<file path="src/rtl/dmem_arbiter.sv">
// -----------------------------------------------------------------------------
// dmem_arbiter
//
// Purpose:
//   Two-port arbiter in front of a single data memory. Port 0 is the core
//   load/store port, port 1 is the DMA/debug port. In IDLE one requester is
//   granted combinationally. A legal write completes in its grant cycle. A
//   legal read strobes the memory in the grant cycle and returns data one
//   cycle later (RD_WAIT, no grants). An illegal access (misaligned or beyond
//   the last word) is granted without touching memory and answered with a
//   one-cycle err pulse in the following cycle.
//
// Handshake:
//   A requester raises pN_req with pN_we/pN_addr/pN_wdata and keeps all four
//   stable until it observes pN_gnt high. The request is consumed in the
//   grant cycle; the requester may drop or replace it from the next cycle.
//   Responses (pN_rvalid with pN_rdata, or pN_err) are single-cycle pulses
//   with no back-pressure.
//
// Configuration:
//   DMEM_ARB_RR_EN  defined   : round-robin arbitration on contention, using a
//                               1-bit last-grant register.
//                   undefined : fixed priority, port 0 always wins.
//
// Ports:
//   clk                        system clock, rising edge
//   rst                        asynchronous, active-high reset
//   p0_req/p0_we               port-0 request / write enable
//   p0_addr/p0_wdata [31:0]    port-0 byte address / store data
//   p0_gnt/p0_rvalid/p0_err    port-0 grant / read data valid / error pulse
//   p0_rdata [31:0]            port-0 read data (0 unless p0_rvalid)
//   p1_*                       same set for port 1
//   mem_write/mem_read         memory strobes (never both high)
//   mem_addr/mem_wdata [31:0]  memory address / write data (0 when idle)
//   mem_rdata [31:0]           memory read data, valid the cycle after mem_read
//
// Parameters:
//   MEM_BYTES                  memory size in bytes (default 4096)
// -----------------------------------------------------------------------------
module dmem_arbiter #(
    parameter int unsigned MEM_BYTES = 4096
) (
    input  logic        clk,
    input  logic        rst,

    input  logic        p0_req,
    input  logic        p0_we,
    input  logic [31:0] p0_addr,
    input  logic [31:0] p0_wdata,
    output logic        p0_gnt,
    output logic        p0_rvalid,
    output logic        p0_err,
    output logic [31:0] p0_rdata,

    input  logic        p1_req,
    input  logic        p1_we,
    input  logic [31:0] p1_addr,
    input  logic [31:0] p1_wdata,
    output logic        p1_gnt,
    output logic        p1_rvalid,
    output logic        p1_err,
    output logic [31:0] p1_rdata,

    output logic        mem_write,
    output logic        mem_read,
    output logic [31:0] mem_addr,
    output logic [31:0] mem_wdata,
    input  logic [31:0] mem_rdata
);

    // Highest address at which a full 32-bit word still fits in memory.
    localparam logic [31:0] LAST_WORD = 32'(MEM_BYTES - 4);

    typedef enum logic {
        IDLE    = 1'b0,
        RD_WAIT = 1'b1
    } state_e;

    state_e      state_q, state_d;
    logic        owner_q, owner_d;   // port that owns the outstanding read
    logic [1:0]  err_q,   err_d;     // per-port error pulse, bit index = port

`ifdef DMEM_ARB_RR_EN
    logic        last_q,  last_d;    // port granted most recently
`endif

    // -------------------------------------------------------------------------
    // Arbitration: pick the winning port index (only meaningful if any_req).
    // -------------------------------------------------------------------------
    logic        any_req;
    logic        sel;

    always_comb begin
        any_req = p0_req | p1_req;
`ifdef DMEM_ARB_RR_EN
        // On contention the port that was not granted last wins; otherwise
        // whichever port is requesting.
        if (p0_req && p1_req) begin
            sel = ~last_q;
        end else begin
            sel = ~p0_req;
        end
`else
        // Port 0 wins whenever it requests.
        sel = ~p0_req;
`endif
    end

    // Selected request fields.
    logic        s_we;
    logic [31:0] s_addr;
    logic [31:0] s_wdata;
    logic        s_legal;

    always_comb begin
        s_we    = sel ? p1_we    : p0_we;
        s_addr  = sel ? p1_addr  : p0_addr;
        s_wdata = sel ? p1_wdata : p0_wdata;
        s_legal = (s_addr[1:0] == 2'b00) && (s_addr <= LAST_WORD);
    end

    // -------------------------------------------------------------------------
    // FSM next state and outputs.
    // -------------------------------------------------------------------------
    logic        gnt0, gnt1;
    logic        rv0,  rv1;
    logic        wr_s, rd_s;
    logic [31:0] addr_s, wdata_s;

    always_comb begin
        state_d = state_q;
        owner_d = owner_q;
        err_d   = 2'b00;
`ifdef DMEM_ARB_RR_EN
        last_d  = last_q;
`endif
        gnt0    = 1'b0;
        gnt1    = 1'b0;
        rv0     = 1'b0;
        rv1     = 1'b0;
        wr_s    = 1'b0;
        rd_s    = 1'b0;
        addr_s  = 32'd0;
        wdata_s = 32'd0;

        unique case (state_q)
            IDLE: begin
                if (any_req) begin
                    gnt0 = ~sel;
                    gnt1 =  sel;
`ifdef DMEM_ARB_RR_EN
                    last_d = sel;
`endif
                    if (!s_legal) begin
                        // Granted but never reaches memory; error next cycle.
                        err_d[sel] = 1'b1;
                    end else if (s_we) begin
                        // Write completes in the grant cycle.
                        wr_s    = 1'b1;
                        addr_s  = s_addr;
                        wdata_s = s_wdata;
                    end else begin
                        rd_s    = 1'b1;
                        addr_s  = s_addr;
                        owner_d = sel;
                        state_d = RD_WAIT;
                    end
                end
            end

            RD_WAIT: begin
                // Memory data for the read issued last cycle is on mem_rdata.
                rv0     = ~owner_q;
                rv1     =  owner_q;
                state_d = IDLE;
            end

            default: begin
                state_d = IDLE;
            end
        endcase

        // Reset silences every combinational output immediately, without
        // waiting for the state register to settle.
        if (rst) begin
            gnt0    = 1'b0;
            gnt1    = 1'b0;
            rv0     = 1'b0;
            rv1     = 1'b0;
            wr_s    = 1'b0;
            rd_s    = 1'b0;
            addr_s  = 32'd0;
            wdata_s = 32'd0;
        end
    end

    // -------------------------------------------------------------------------
    // State registers.
    // -------------------------------------------------------------------------
    always_ff @(posedge clk or posedge rst) begin
        if (rst) begin
            state_q <= IDLE;
            owner_q <= 1'b0;
            err_q   <= 2'b00;
        end else begin
            state_q <= state_d;
            owner_q <= owner_d;
            err_q   <= err_d;
        end
    end

`ifdef DMEM_ARB_RR_EN
    always_ff @(posedge clk or posedge rst) begin
        if (rst) begin
            last_q <= 1'b0;
        end else begin
            last_q <= last_d;
        end
    end
`endif

    // -------------------------------------------------------------------------
    // Output assignments.
    // -------------------------------------------------------------------------
    assign p0_gnt    = gnt0;
    assign p1_gnt    = gnt1;
    assign p0_rvalid = rv0;
    assign p1_rvalid = rv1;
    assign p0_rdata  = rv0 ? mem_rdata : 32'd0;
    assign p1_rdata  = rv1 ? mem_rdata : 32'd0;
    assign p0_err    = err_q[0];
    assign p1_err    = err_q[1];

    assign mem_write = wr_s;
    assign mem_read  = rd_s;
    assign mem_addr  = addr_s;
    assign mem_wdata = wdata_s;

    // -------------------------------------------------------------------------
    // Structural properties.
    // -------------------------------------------------------------------------
    a_strobe_excl : assert property (@(posedge clk) disable iff (rst)
        !(mem_write && mem_read));
    a_gnt_onehot  : assert property (@(posedge clk) disable iff (rst)
        !(p0_gnt && p1_gnt));
    a_no_gnt_wait : assert property (@(posedge clk) disable iff (rst)
        (state_q == RD_WAIT) |-> !(p0_gnt || p1_gnt));

endmodule
</file>
<file path="config.mk">
export PLATFORM = sky130hd
export DESIGN_NAME = dmem_arbiter
export DESIGN_NICKNAME = d
export VERILOG_FILES = /design/src/rtl/dmem_arbiter.sv
export SDC_FILE = /design/constraint.sdc
export NUM_CORES = 1
export LEC_CHECK = 0
export ABC_AREA = 1
export BUFFER_PORTS_ARGS = -buffer_cell sky130_fd_sc_hd__clkbuf_2
export CORE_AREA = 2 2 117 119
export DETAILED_ROUTE_END_ITERATION = 8
export DIE_AREA = 0 0 119 121
export PLACE_DENSITY = 0.48
export SLEW_MARGIN = 0
export SYNTH_ARGS = -nofsm -noshare
export SYNTH_HDL_FRONTEND = slang
export SYNTH_SLANG_ARGS = --single-unit
</file>
<file path="constraint.sdc">
create_clock -name clk -period 2.3 [get_ports clk]
set_input_delay 0.46 -clock clk [delete_from_list [all_inputs] [get_ports clk]]
set_output_delay 0.46 -clock clk [all_outputs]
set_load 0.05 [all_outputs]
</file>
== After elaboration in Yosys (flattened, before gate mapping) ==
Cells that the tools add are included.
Operators by class
  bitwise logic cells: 5
  magnitude comparators: 3
  reduce and logical (&&, ||, !) cells: 4
  mux-type cells: 40
Operators by type and width (number)
  $mux 32: 13
  $le 32x12->1 const B: 1
  $mux 1: 22
  $mux 2: 3
  $not 1->1: 4
  $reduce_and 4->1: 1
  $logic_and 1x1->1: 2
  $logic_not 2->1: 1
  $lt 1x2->1 const B: 1
  $pmux 1 s2: 1
  $demux 1 s1: 1
  $ge 1x1->1 const B: 1
  $or 1x1->1: 1
Word-level totals
  bits in registers: 4
  word-level logic and storage cells: 55
  bits of input ports: 166
  output and inout port bits: 136

== Longest topological paths before layout ==
  word-level depth: 8
  depth in mapped cells: 13
  mapped depth without buffers: 11

== Least setup slack after synthesis ==
OpenSTA, ideal clock, no wires.
  kind: in2out
  start point: in rst
  end point: out p0_rdata[10]
  setup slack: -0.945 ns
  data arrival time: 2.785 ns
  stages on the path: 4
  required time: 1.840 ns
  path buffers: 1
  cells stage by stage: nor3_1 > inv_1 > clkbuf_1 > nor2_1
On the way
  longest elaborated chain between the ends: 2
RTL lines
  from (decl): line 44  | input logic rst,
  $mux 1: line 185  | if (rst) begin
  $mux 32: line 229  | assign p0_rdata = rv0 ? mem_rdata : 32'd0;
  to (decl): line 53  | output logic [31:0] p0_rdata,
Every way passes these cells.

== Final worst setup path ==
  start point: in p0_req
  end point: out mem_addr[4]
On the way
  longest elaborated chain between the ends: 7
  elaborated cells on any way between the ends: 9
  those cells by class: 1 x order compare; 5 x mux; 1 x bitwise; 2 x reduce/logical
RTL lines
  from (decl): line 46  | input logic p0_req,
  $mux 32: line 117  | s_addr = sel ? p1_addr : p0_addr;
  $le 32x12->1 / $logic_not 2->1 (equally long branches): line 119  | s_legal = (s_addr[1:0] == 2'b00) && (s_addr <= LAST_WORD);
  $logic_and 1x1->1: line 119
  $mux 32: line 154  | if (!s_legal) begin
  $mux 32 *: line 148  | if (any_req) begin
  $mux 32 *: line 146  | unique case (state_q)
  $mux 32 *: line 185
  to (decl): line 66  | output logic [31:0] mem_addr,
Mark *: on every way between the ends. The rest lies on a longest branch, timed or not.

==> metrics.txt <==
status=finished with violations; violations in the final reports=setup timing; Total Wirelength=11400 um; critical path class=input port to output pin; Peak supply drop=0.000174 V; number of library cell types mapped by synthesis=20; row cnt=42; area of the multi-input gates=2480 um2; Yosys Warn Count=0; Post-Syn Instances=392; total standard cell area after synthesis=2150 um2; maximum clock path buffer count=2; global-route wire length before repair=17200 um; clock-pin slew reported for the worst setup and hold paths after clock tree synthesis=30 ps; cts bufs inserted=3; clock tree from TritonCTS=built; final worst path period need=2580 ps; worst-case setup margin in the final layout=-277 ps; critical path peak fanout=8; number of primary I/O pins=302; sequential cell area=100 um2; Arrival @ worst endpoint=2120 ps; synthesis-to-layout area growth=166%; setup slack of the worst register-to-register path=1290 ps; Die Height=121 um; Root Buffer Master=sky130_fd_sc_hd__clkbuf_16; initial antenna violation count=1; sum of net half-perimeters after detailed placement=8960 um; Post-CTS Hold Buffers=0; gp weighted congestion=0.784; period utilization=112%; dominant register cell in the synthesized netlist=sky130_fd_sc_hd__dfrtp_1; endpoints failing hold=0; commonest cells after routing, fill and taps aside=sky130_fd_sc_hd__clkbuf_2 (231), sky130_fd_sc_hd__nand2_1 (84), sky130_fd_sc_hd__nor2_4 (63); largest stage delay on the critical path=170 ps; setup repair after global routing missed its margin=true; Total Power=929 uW; aggregate global-route resource usage=14.8%; ratio of cells with drive above 1 in the final layout=68.0%; sequential fraction of the synthesis area=4.66%; Std-Cell Core Area=13100 um2; data required time of the worst path=1840 ps; EDFF count, synth=0; Fillers=1275; full die area=14400 um2; die outline width=119 um; final std cells w/o fill=867; Total Nets Final=858; number of iterations in the first detailed-routing pass=5; Critical Path Slowest Stage Cell=sky130_fd_sc_hd__buf_4; most frequent standard cell in the layout excluding fill and tap cells=sky130_fd_sc_hd__clkbuf_2; CTS H-Tree Depth=1; WL/cell=13.1 um; vias per cell=4.03; later-pin clock latency in the skew report=220 ps; via count of the first global-routing pass=3427; clk_skew=0.321 ps; antenna-violating nets left=0; crit end category=output pin; dominant cell type by area after synthesis=sky130_fd_sc_hd__nand2_1; number of sinks handled by clock tree synthesis=4; HP Class=input port to async pin; number of setup violations in the final report=46; total power per unit cell area=163 nW/um2; leakage power=0.00305 uW; starting density of the core=16.4%; largest net degree at the start of global routing=33; flip-flop and latch count after synthesis=4; Critical Path, Cell by Cell=buf_16, buf_12, nand2_2, nand2_2, nand2_1, nor2_2, nand2_2, nor2_4, nand4_4, buf_4, buf_6, buf_6, a21oi_4, buf_12; placed cell count=839; First DRT Iteration DRCs=87; max_cap viols=0; quantity of I/O buffers inserted on ports=279; Total Neg Setup Slack=-9540 ps; startpoint class of the critical path=input port; max-slew violations=0; dominant cells by area after synthesis=sky130_fd_sc_hd__nand2_1 (19%), sky130_fd_sc_hd__mux2i_1 (15%), sky130_fd_sc_hd__nor2_1 (15%); tightest hold margin=319 ps; maximum achievable frequency=0.388 GHz; via count of the routed design=3494; Most common cell on crit path=sky130_fd_sc_hd__nand2_2; proportion of register bits with asynchronous set or reset after synthesis=100%; total gr overflow=0; post-detailed-route DRC marker count=0; Mapped Avg Cell Area=5.48 um2; proportion of netlist area held by the largest area contributor=18.7%
==> cells by family after synthesis <==
logic type	count (synthesis)	synth area share (%)
AND/OR/NAND/NOR	234	50.9
flip-flops	4	4.66
multiplexers	32	14.9
other	1	0.174
buffers and inverters	109	26.3
AO/OA/AOI/OAI	12	3.14
==> synthesized netlist by cell type (4+ instances only) <==
library cell               instances
sky130_fd_sc_hd__inv_1            61
sky130_fd_sc_hd__mux2i_1          32
sky130_fd_sc_hd__dfrtp_1           4
sky130_fd_sc_hd__nor2_1           84
sky130_fd_sc_hd__buf_4            25
sky130_fd_sc_hd__nand2_1         107
sky130_fd_sc_hd__nor3_2           28
sky130_fd_sc_hd__a21oi_1           8
sky130_fd_sc_hd__clkbuf_1          8
sky130_fd_sc_hd__buf_2             7
sky130_fd_sc_hd__buf_6             7
sky130_fd_sc_hd__nor3_1            8
==> critical path: cells and delay by family <==
family,cells,cell delay [ps]
buffers and inverters,6,820
AO/OA/AOI/OAI,1,150
AND/OR/NAND/NOR,7,660
==> metal layers <==
metal,track usage (%),wire length [um]
met2,28.2,6220
met5,0,0
met4,2.16,153
met3,4.09,972
met1,16.6,4040
==> area by class of cell <==
type                       instances  area share, %
multi-input combinational        300           43.4
clock buffer                       3           1.31
sequential                         4           1.75
inverter                          62           4.53
tap                              176           3.85
timing repair buffer             321           45.1
antenna                            1         0.0438
==> sequential cells by signal (all words and copies together), names as in the netlist <==
| signal | cells |
|---|---|
| state_q | 1 |
| err_q | 2 |
| owner_q | 1 |
==> power by group <==
part           total (uW)  switching, uW  internal [uW]
logic                 589            372            218
registers            73.2          0.479           72.7
clock network         266           44.5            222
total                 929            417            512
==> metrics by stage <==
step	worst slack (ps)	instance area (um2)	utilization, %
floorplan	-182	2990	-
global placement	-270	4760	36.4
detailed placement	-304	4760	36.4
CTS	-240	5490	42.0
global route	-355	5720	43.7
finish	-277	5720	43.7
==> worst paths after layout <==
| check | start | endpoint | cells after the start |
|---|---|---|---|
| worst min-delay path | rst | err_q[0] | 3 |
| worst min register to register | state_q | err_q[0] | 1 |
| worst max-delay path | p0_req | mem_addr[4] | 14 |
| worst max register to register | state_q | owner_q | 4 |
| max in group asynchronous | rst | owner_q | 3 |
| min in group clk | p1_req | owner_q | 3 |
==> what timing repair did <==
item | in CTS | in global routing
endpoints found under the setup margin | 44 | 47
buffers inserted | 14 | 3
resized for setup | 84 | 66
cloned | 6 | 1
pin swaps | 11 | 24
Note: power is estimated with default switching activity, not from simulation.
